### config.mk
export PLATFORM = sky130hd
export DESIGN_NAME = rotary_encoder_emulator_flat
export DESIGN_NICKNAME = d
export VERILOG_FILES = /design/src/rtl/rotary_encoder_emulator_pkg.sv /design/src/rtl/rotary_encoder_emulator_if.sv /design/src/rtl/rotary_phase_timer.sv /design/src/rtl/rotary_encoder_emulator.sv /design/src/flat_wrapper.sv
export SDC_FILE = /design/constraint.sdc
export NUM_CORES = 1
export LEC_CHECK = 0
export CORE_MARGIN = 4
export CORE_UTILIZATION = 45
export DETAILED_ROUTE_END_ITERATION = 7
export MAX_ROUTING_LAYER = met4
export PLACE_DENSITY_LB_ADDON = 0.05
export SLEW_MARGIN = 40
export SYNTH_ARGS = -nofsm -noshare
export SYNTH_HDL_FRONTEND = slang
export SYNTH_SLANG_ARGS = --single-unit
### constraint.sdc
create_clock -name clk -period 3 [get_ports clk]
set_input_delay 0.75 -clock clk [delete_from_list [all_inputs] [get_ports clk]]
set_output_delay 0.75 -clock clk [all_outputs]
set_load 0.05 [all_outputs]
### src/rtl/rotary_encoder_emulator_pkg.sv
// Shared definitions for the rotary encoder emulator: FSM state encoding, the
// detent level and the right/left quadrature sequences. A decoder bench may
// import the same package to use the sequences as its reference model.
package rotary_encoder_emulator_pkg;

    typedef enum logic [1:0] {
        StIdle   = 2'd0,
        StBounce = 2'd1,
        StHold   = 2'd2
    } state_e;

    // {A, B} level at rest between detents
    localparam logic [1:0] DetentLevel = 2'b11;

    // Settled {A, B} level after quarter 0..3, quarter 0 in the top bits
    localparam logic [7:0] SeqRight = {2'b01, 2'b00, 2'b10, 2'b11};
    localparam logic [7:0] SeqLeft  = {2'b10, 2'b00, 2'b01, 2'b11};

    // Settled level reached at the end of the given quarter transition
    function automatic logic [1:0] quad_level(input logic left, input logic [1:0] quarter);
        logic [7:0] seq;
        logic [1:0] lvl;
        seq = left ? SeqLeft : SeqRight;
        unique case (quarter)
            2'd0:    lvl = seq[7:6];
            2'd1:    lvl = seq[5:4];
            2'd2:    lvl = seq[3:2];
            default: lvl = seq[1:0];
        endcase
        return lvl;
    endfunction

    // Level in force before the given quarter transition starts
    function automatic logic [1:0] quad_prev(input logic left, input logic [1:0] quarter);
        return (quarter == 2'd0) ? DetentLevel : quad_level(left, quarter - 2'd1);
    endfunction

endpackage

### src/rtl/rotary_encoder_emulator_if.sv
// Command and waveform bundle between a step source (master) and the rotary
// encoder emulator (slave).
//   step_valid/step_left/bounce_en : step command, held until step_ready
//   step_ready                     : emulator idle
//   rotary_A/rotary_B              : quadrature outputs
//   position                       : signed net completed steps
interface rotary_encoder_emulator_if #(
    parameter int unsigned POS_WIDTH = 16
) ();

    logic                 step_valid;
    logic                 step_left;
    logic                 bounce_en;
    logic                 step_ready;
    logic                 rotary_A;
    logic                 rotary_B;
    logic [POS_WIDTH-1:0] position;

    modport master (
        output step_valid,
        output step_left,
        output bounce_en,
        input  step_ready,
        input  rotary_A,
        input  rotary_B,
        input  position
    );

    modport slave (
        input  step_valid,
        input  step_left,
        input  bounce_en,
        output step_ready,
        output rotary_A,
        output rotary_B,
        output position
    );

endinterface

### src/rtl/rotary_phase_timer.sv
// Down-counting interval timer shared by the bounce and hold intervals.
//   clk_i, rst_ni : clock, asynchronous active-low reset
//   load_i        : start a new interval of len_i clocks (len_i >= 1)
//   en_i          : count while high
//   done_o        : high in the last clock of the interval; the owner acts on
//                   the edge that ends it and normally reloads in the same cycle
module rotary_phase_timer #(
    parameter int unsigned WIDTH = 8
) (
    input  logic             clk_i,
    input  logic             rst_ni,
    input  logic             load_i,
    input  logic [WIDTH-1:0] len_i,
    input  logic             en_i,
    output logic             done_o
);

    logic [WIDTH-1:0] cnt_q, cnt_d;

    always_comb begin
        cnt_d = cnt_q;
        if (load_i) begin
            // Load len-1 so that done lands exactly len edges after the load
            cnt_d = len_i - WIDTH'(1);
        end else if (en_i && (cnt_q != '0)) begin
            cnt_d = cnt_q - WIDTH'(1);
        end
    end

    // Not a function of load_i, which itself depends on done_o
    assign done_o = en_i && (cnt_q == '0);

    always_ff @(posedge clk_i or negedge rst_ni) begin
        if (!rst_ni) begin
            cnt_q <= '0;
        end else begin
            cnt_q <= cnt_d;
        end
    end

endmodule

### src/rtl/rotary_encoder_emulator.sv
// Emulates a detented mechanical rotary encoder. Each accepted step command
// plays one full quadrature cycle (four quarter transitions) on rotary_A/B,
// optionally with deterministic contact bounce on the changing line, then
// updates the signed position counter.
//   clk  : system clock
//   rst  : asynchronous active-low reset
//   bus  : step command in, quadrature/position/ready out (slave modport)
module rotary_encoder_emulator
    import rotary_encoder_emulator_pkg::*;
#(
    parameter int unsigned PHASE_CYCLES  = 1000,
    parameter int unsigned BOUNCE_PAIRS  = 2,
    parameter int unsigned BOUNCE_CYCLES = 20,
    parameter int unsigned POS_WIDTH     = 16
) (
    input  logic                    clk,
    input  logic                    rst,
    rotary_encoder_emulator_if.slave bus
);

    localparam int unsigned MaxInterval =
        (PHASE_CYCLES > BOUNCE_CYCLES) ? PHASE_CYCLES : BOUNCE_CYCLES;
    localparam int unsigned TimerW = $clog2(MaxInterval) + 1;
    localparam int unsigned TogW   = $clog2(2 * BOUNCE_PAIRS + 2);

    localparam logic [TimerW-1:0] PhaseLen  = TimerW'(PHASE_CYCLES);
    localparam logic [TimerW-1:0] BounceLen = TimerW'(BOUNCE_CYCLES);
    localparam logic [TogW-1:0]   TogTotal  = TogW'(2 * BOUNCE_PAIRS);

    state_e               state_q, state_d;
    logic [1:0]           quarter_q, quarter_d;
    logic [TogW-1:0]      tog_q, tog_d;
    logic [1:0]           level_q, level_d;   // {A, B}
    logic                 ready_q, ready_d;
    logic [POS_WIDTH-1:0] pos_q, pos_d;
    logic                 left_q, left_d;
    logic                 bounce_q, bounce_d;

    logic                 tmr_load;
    logic [TimerW-1:0]    tmr_len;
    logic                 tmr_done;

    // Transition launch request, shared by command accept and quarter advance
    logic                 start;
    logic                 start_left;
    logic                 start_bounce;
    logic [1:0]           start_quarter;

    rotary_phase_timer #(
        .WIDTH (TimerW)
    ) u_timer (
        .clk_i  (clk),
        .rst_ni (rst),
        .load_i (tmr_load),
        .len_i  (tmr_len),
        .en_i   (state_q != StIdle),
        .done_o (tmr_done)
    );

    always_comb begin
        state_d       = state_q;
        quarter_d     = quarter_q;
        tog_d         = tog_q;
        level_d       = level_q;
        ready_d       = ready_q;
        pos_d         = pos_q;
        left_d        = left_q;
        bounce_d      = bounce_q;
        tmr_load      = 1'b0;
        tmr_len       = PhaseLen;
        start         = 1'b0;
        start_left    = left_q;
        start_bounce  = bounce_q;
        start_quarter = quarter_q;

        unique case (state_q)
            StIdle: begin
                ready_d = 1'b1;
                if (ready_q && bus.step_valid) begin
                    ready_d       = 1'b0;
                    left_d        = bus.step_left;
                    bounce_d      = bus.bounce_en;
                    quarter_d     = 2'd0;
                    start         = 1'b1;
                    start_left    = bus.step_left;
                    start_bounce  = bus.bounce_en;
                    start_quarter = 2'd0;
                end
            end

            StBounce: begin
                if (tmr_done) begin
                    // Flip only the line this quarter moves
                    level_d  = level_q ^ (quad_level(left_q, quarter_q) ^
                                          quad_prev(left_q, quarter_q));
                    tog_d    = tog_q - TogW'(1);
                    tmr_load = 1'b1;
                    if (tog_q == TogW'(1)) begin
                        state_d = StHold;
                        tmr_len = PhaseLen;
                    end else begin
                        tmr_len = BounceLen;
                    end
                end
            end

            StHold: begin
                if (tmr_done) begin
                    if (quarter_q == 2'd3) begin
                        state_d = StIdle;
                        ready_d = 1'b1;
                        pos_d   = left_q ? pos_q - POS_WIDTH'(1) : pos_q + POS_WIDTH'(1);
                    end else begin
                        quarter_d     = quarter_q + 2'd1;
                        start         = 1'b1;
                        start_quarter = quarter_q + 2'd1;
                    end
                end
            end

            default: state_d = StIdle;
        endcase

        if (start) begin
            level_d  = quad_level(start_left, start_quarter);
            tmr_load = 1'b1;
            if (start_bounce && (BOUNCE_PAIRS > 0)) begin
                state_d = StBounce;
                tog_d   = TogTotal;
                tmr_len = BounceLen;
            end else begin
                state_d = StHold;
                tmr_len = PhaseLen;
            end
        end
    end

    always_ff @(posedge clk or negedge rst) begin
        if (!rst) begin
            state_q   <= StIdle;
            quarter_q <= 2'd0;
            tog_q     <= '0;
            level_q   <= DetentLevel;
            ready_q   <= 1'b0;
            pos_q     <= '0;
            left_q    <= 1'b0;
            bounce_q  <= 1'b0;
        end else begin
            state_q   <= state_d;
            quarter_q <= quarter_d;
            tog_q     <= tog_d;
            level_q   <= level_d;
            ready_q   <= ready_d;
            pos_q     <= pos_d;
            left_q    <= left_d;
            bounce_q  <= bounce_d;
        end
    end

    assign bus.step_ready = ready_q;
    assign bus.rotary_A   = level_q[1];
    assign bus.rotary_B   = level_q[0];
    assign bus.position   = pos_q;

endmodule
### src/flat_wrapper.sv
// flat-port wrapper written by rule: the top's interface ports become plain ports
module rotary_encoder_emulator_flat import rotary_encoder_emulator_pkg::*;
#(
    parameter int unsigned PHASE_CYCLES  = 1000,
    parameter int unsigned BOUNCE_PAIRS  = 2,
    parameter int unsigned BOUNCE_CYCLES = 20,
    parameter int unsigned POS_WIDTH     = 16
)
  (clk, rst, bus_step_valid, bus_step_left, bus_bounce_en, bus_step_ready, bus_rotary_A, bus_rotary_B, bus_position);
  rotary_encoder_emulator_if #(.POS_WIDTH(POS_WIDTH)) bus_i ();
  input  logic clk;
  input  logic rst;
  input wire logic [$bits(bus_i.step_valid)-1:0] bus_step_valid;
  input wire logic [$bits(bus_i.step_left)-1:0] bus_step_left;
  input wire logic [$bits(bus_i.bounce_en)-1:0] bus_bounce_en;
  output wire logic [$bits(bus_i.step_ready)-1:0] bus_step_ready;
  output wire logic [$bits(bus_i.rotary_A)-1:0] bus_rotary_A;
  output wire logic [$bits(bus_i.rotary_B)-1:0] bus_rotary_B;
  output wire logic [$bits(bus_i.position)-1:0] bus_position;
  assign bus_i.step_valid = bus_step_valid;
  assign bus_i.step_left = bus_step_left;
  assign bus_i.bounce_en = bus_bounce_en;
  assign bus_step_ready = bus_i.step_ready;
  assign bus_rotary_A = bus_i.rotary_A;
  assign bus_rotary_B = bus_i.rotary_B;
  assign bus_position = bus_i.position;
  rotary_encoder_emulator #(.PHASE_CYCLES(PHASE_CYCLES), .BOUNCE_PAIRS(BOUNCE_PAIRS), .BOUNCE_CYCLES(BOUNCE_CYCLES), .POS_WIDTH(POS_WIDTH)) u_core (.clk(clk), .rst(rst), .bus(bus_i));
endmodule
==> out/qor.yml <==
status:
  status: "completed"
cts:
  cts_made_buffers: 5
  cts.clk_slew.worst_paths_ns: 0.09
  insertion_delay_ns: 0.30
  post_cts_buffers: 0
  cts_root_buf: "clkbuf_8"
  ctsResizeCount: 0
  cts_tree: "built"
  ctsLongestPathBuffers: 2
  holdBufCountCts: 0
  htree_levels: 2
  cts.sinks: 39
synthesis:
  synth_edf_count: 0
  yosys.cell_types.count: 59
  syn-instance-count: 289
  synth_top_family_by_area: "simple AND/OR/NAND/NOR gates"
  yosys.area.top_type: "dfrtp_1"
  synthFlopType: "dfrtp_1"
  ys_seq_area_share_pct: 37.2
  synth_xor_area_share_pct: 7.66
  netlist.area_leader.share_pct: 35.2
  yosys-top-cells-area: "dfrtp_1, ha_1, xnor2_1, o21ai_0, nand2_1"
  synth_simple_gate_area_share_pct: 21.1
  ys_async_sr_fraction_pct: 100
  ys_seq_elements: 39
  synth_adder_area_share_pct: 8.85
  synthMuxAreaShare_pct: 1.19
  syn_avg_cell_area_sq_um: 9.10
  ys.warnings.count: 0
  synth_nets: 312
  synth_compound_area_share_pct: 21.0
  synth.cell_area_sq_mm: 0.00263
detailed_routing:
  viasPerCell: 5.48
  firstDrtPassIters: 5
  vias: 2136
  wl_per_cell_um: 14.4
  drc: 0
  drt_iter0_drc: 98
  ant_nets: 0
  wirelength_um: 5620
cells_and_area:
  final_nets: 340
  antenna_cells: 0
  drive_gt1_share_pct: 9.43
  layout_commonest_cell: "dfrtp_1"
  most-common-layout-cells: "dfrtp_1, nand2_1, o21ai_0"
  final_cell_area_sq_mm: 0.00306
  syn_to_final_growth_pct: 16.3
  stdcell_count: 390
critical_path:
  r2r_end: "u_core.bus.position[15]"
  rrSetupSlack_ns: 0.50
  max_stage_delay_ns: 0.51
  start_kind: "flip-flop"
  crit_arrival_ns: 2.72
  worstPathMaxFanout: 10
  path_cells: "buf_4 -> ha_1 -> nand3_1 -> o211ai_1 -> o2111ai_1 -> and3_1 -> a211oi_1 -> xnor2_1"
  reg2reg_from: "u_core.left_q"
  crit_required_ns: 3.22
  end_kind: "flip-flop"
  r2r_cells: 8
  critPathKind: "reg -> reg"
  critPathSlowestCell: "dfrtp_1"
job:
  max-cap-violations: 0
die:
  die_h_um: 84.5
  fp.dieW_um: 84.5
  core_area_sq_mm: 0.00557
  dieArea_sq_mm: 0.00713
  io_pins: 24
  start_util_pct: 47.2
  rows: 27
sta:
  timing.hold.ws_ns: 0.406
  skew_ns: 0.0118
  slew_violations: 0
  fin_setup_tns_ns: 0
  setup_viol: 0
  worst_slew_pin_slew_ns: 0.506
  max_freq_ghz: 0.399
  grt_setup_unrepaired: "false"
  slew_headroom_pct: 66.1
  hold_viol: 0
  setup_ws_ns: 0.495
  fin_crit_ns: 2.50
  finalCritPeriodShare_pct: 83.5
grt:
  grt_usage_pct: 17.5
  grt_busiest_layer: "met1"
  use_met2_pct: 25.0
  gr-total-overflow: 0
  grt_pass1_wl_um: 10000
  met3_usage_pct: 4.32
  grt_pass1_vias: 2089
  grt_start_max_net_pins: 40
  antenna_found_initial: 0
  grt_util_met1_pct: 25.1
power:
  ir_worst_vdd_mv: 0.417
  power.leakage_nw: 1.27
  powerDensity_mw_per_mm2: 749
place:
  gp_congestion: 0.855
  placedCellCount: 382
  place_hpwl_um: 4060
  place_ws_ns: 0.245
  place_area_sq_mm: 0.00294
  io_buffers: 23
worst_hold_path:
  min_path_type: "in -> async"
==> layout make-up <==
type	instances	area, sq um
sequential	39	978
fill	522	2510
timing repair buffer	27	258
inverter	12	45.0
clock buffer	5	68.8
clock inverter	3	47.5
multi-input combinational	232	1570
tap	72	90.1
==> worst max-delay path, delay by kind of cell (launching register included) <==
| kind | cells | cell delay [ns] |
|---|---|---|
| compound gates | 3 | 0.81 |
| flops | 1 | 0.51 |
| buf+inv | 1 | 0.24 |
| xor+xnor | 1 | 0.16 |
| fa+ha+maj | 1 | 0.37 |
| simple gates | 2 | 0.33 |
==> sequential cells by signal, indices dropped and copies added (netlist names) <==
name and flops:
u_core.tog_q 3, u_core.u_timer.cnt_q 11, u_core.left_q 1, u_core.bus.step_ready 1, u_core.bounce_q 1, u_core.level_q 2, u_core.bus.position 16, u_core.quarter_q 2
u_core.state_q 2
==> through the flow <==
stage	total power, W	util (%)
after floorplan	0.00157	-
after global placement	0.00183	52.7
after detailed placement	0.00183	52.8
after CTS	0.00231	54.9
after global routing	0.00247	54.9
final	0.00229	54.9
==> power by group <==
part	leakage [nW]	internal, W	switching [W]
clock	0.0587	0.000252	0.000211
sequential	0.496	0.000650	0.000185
combinational	0.718	0.000414	0.000580
total	1.27	0.00132	0.000975
==> metal layers <==
layer | wire length, um | up-vias
li1 | - | 1110
met1 | 2950 | 978
met2 | 2420 | 46
met3 | 220 | 2
met4 | 23 | 0
met5 | 0 | -
==> worst max path at each step <==
stage	from	to	slack (ns)	cells past startpoint
2_1_floorplan	u_core.bus.position[0]	u_core.bus.position[8]	0.62	8
3_3_place_gp	bus_step_valid	u_core.u_timer.cnt_q[10]	0.28	10
3_5_place_dp	bus_step_valid	u_core.u_timer.cnt_q[10]	0.25	10
4_1_cts	u_core.left_q	u_core.bus.position[15]	0.52	8
5_1_grt	u_core.left_q	u_core.bus.position[15]	0.26	8
6_report	u_core.left_q	u_core.bus.position[15]	0.50	8
==> cell usage after synthesis (all sizes together), types with 2 or more instances <==
master,instances
a31oi,2
o22ai,3
nand2,35
o21a,3
nor3,8
nand2b,7
o2111ai,2
o21ai,31
mux2i,2
dfrtp,37
nor2b,2
dfstp,2
inv,12
xnor2,16
a21o,4
nand3,5
nor4,4
o211ai,3
o31ai,2
a221o,2
a32oi,2
nor2,25
a211oi,3
ha,17
nand3b,2
a21oi,20
buf,5
nand4,3
and3,2
xor2,7
nor3b,2
==> cell families (layout without fill, tap and decap cells) <==
family,Yosys count,count (layout)
compound gates,86,86
xor+xnor,23,23
fa+ha+maj,18,18
buf+inv,18,47
flops,39,39
mux,3,3
simple gates,102,102
Note: power is estimated with default switching activity, not from simulation.
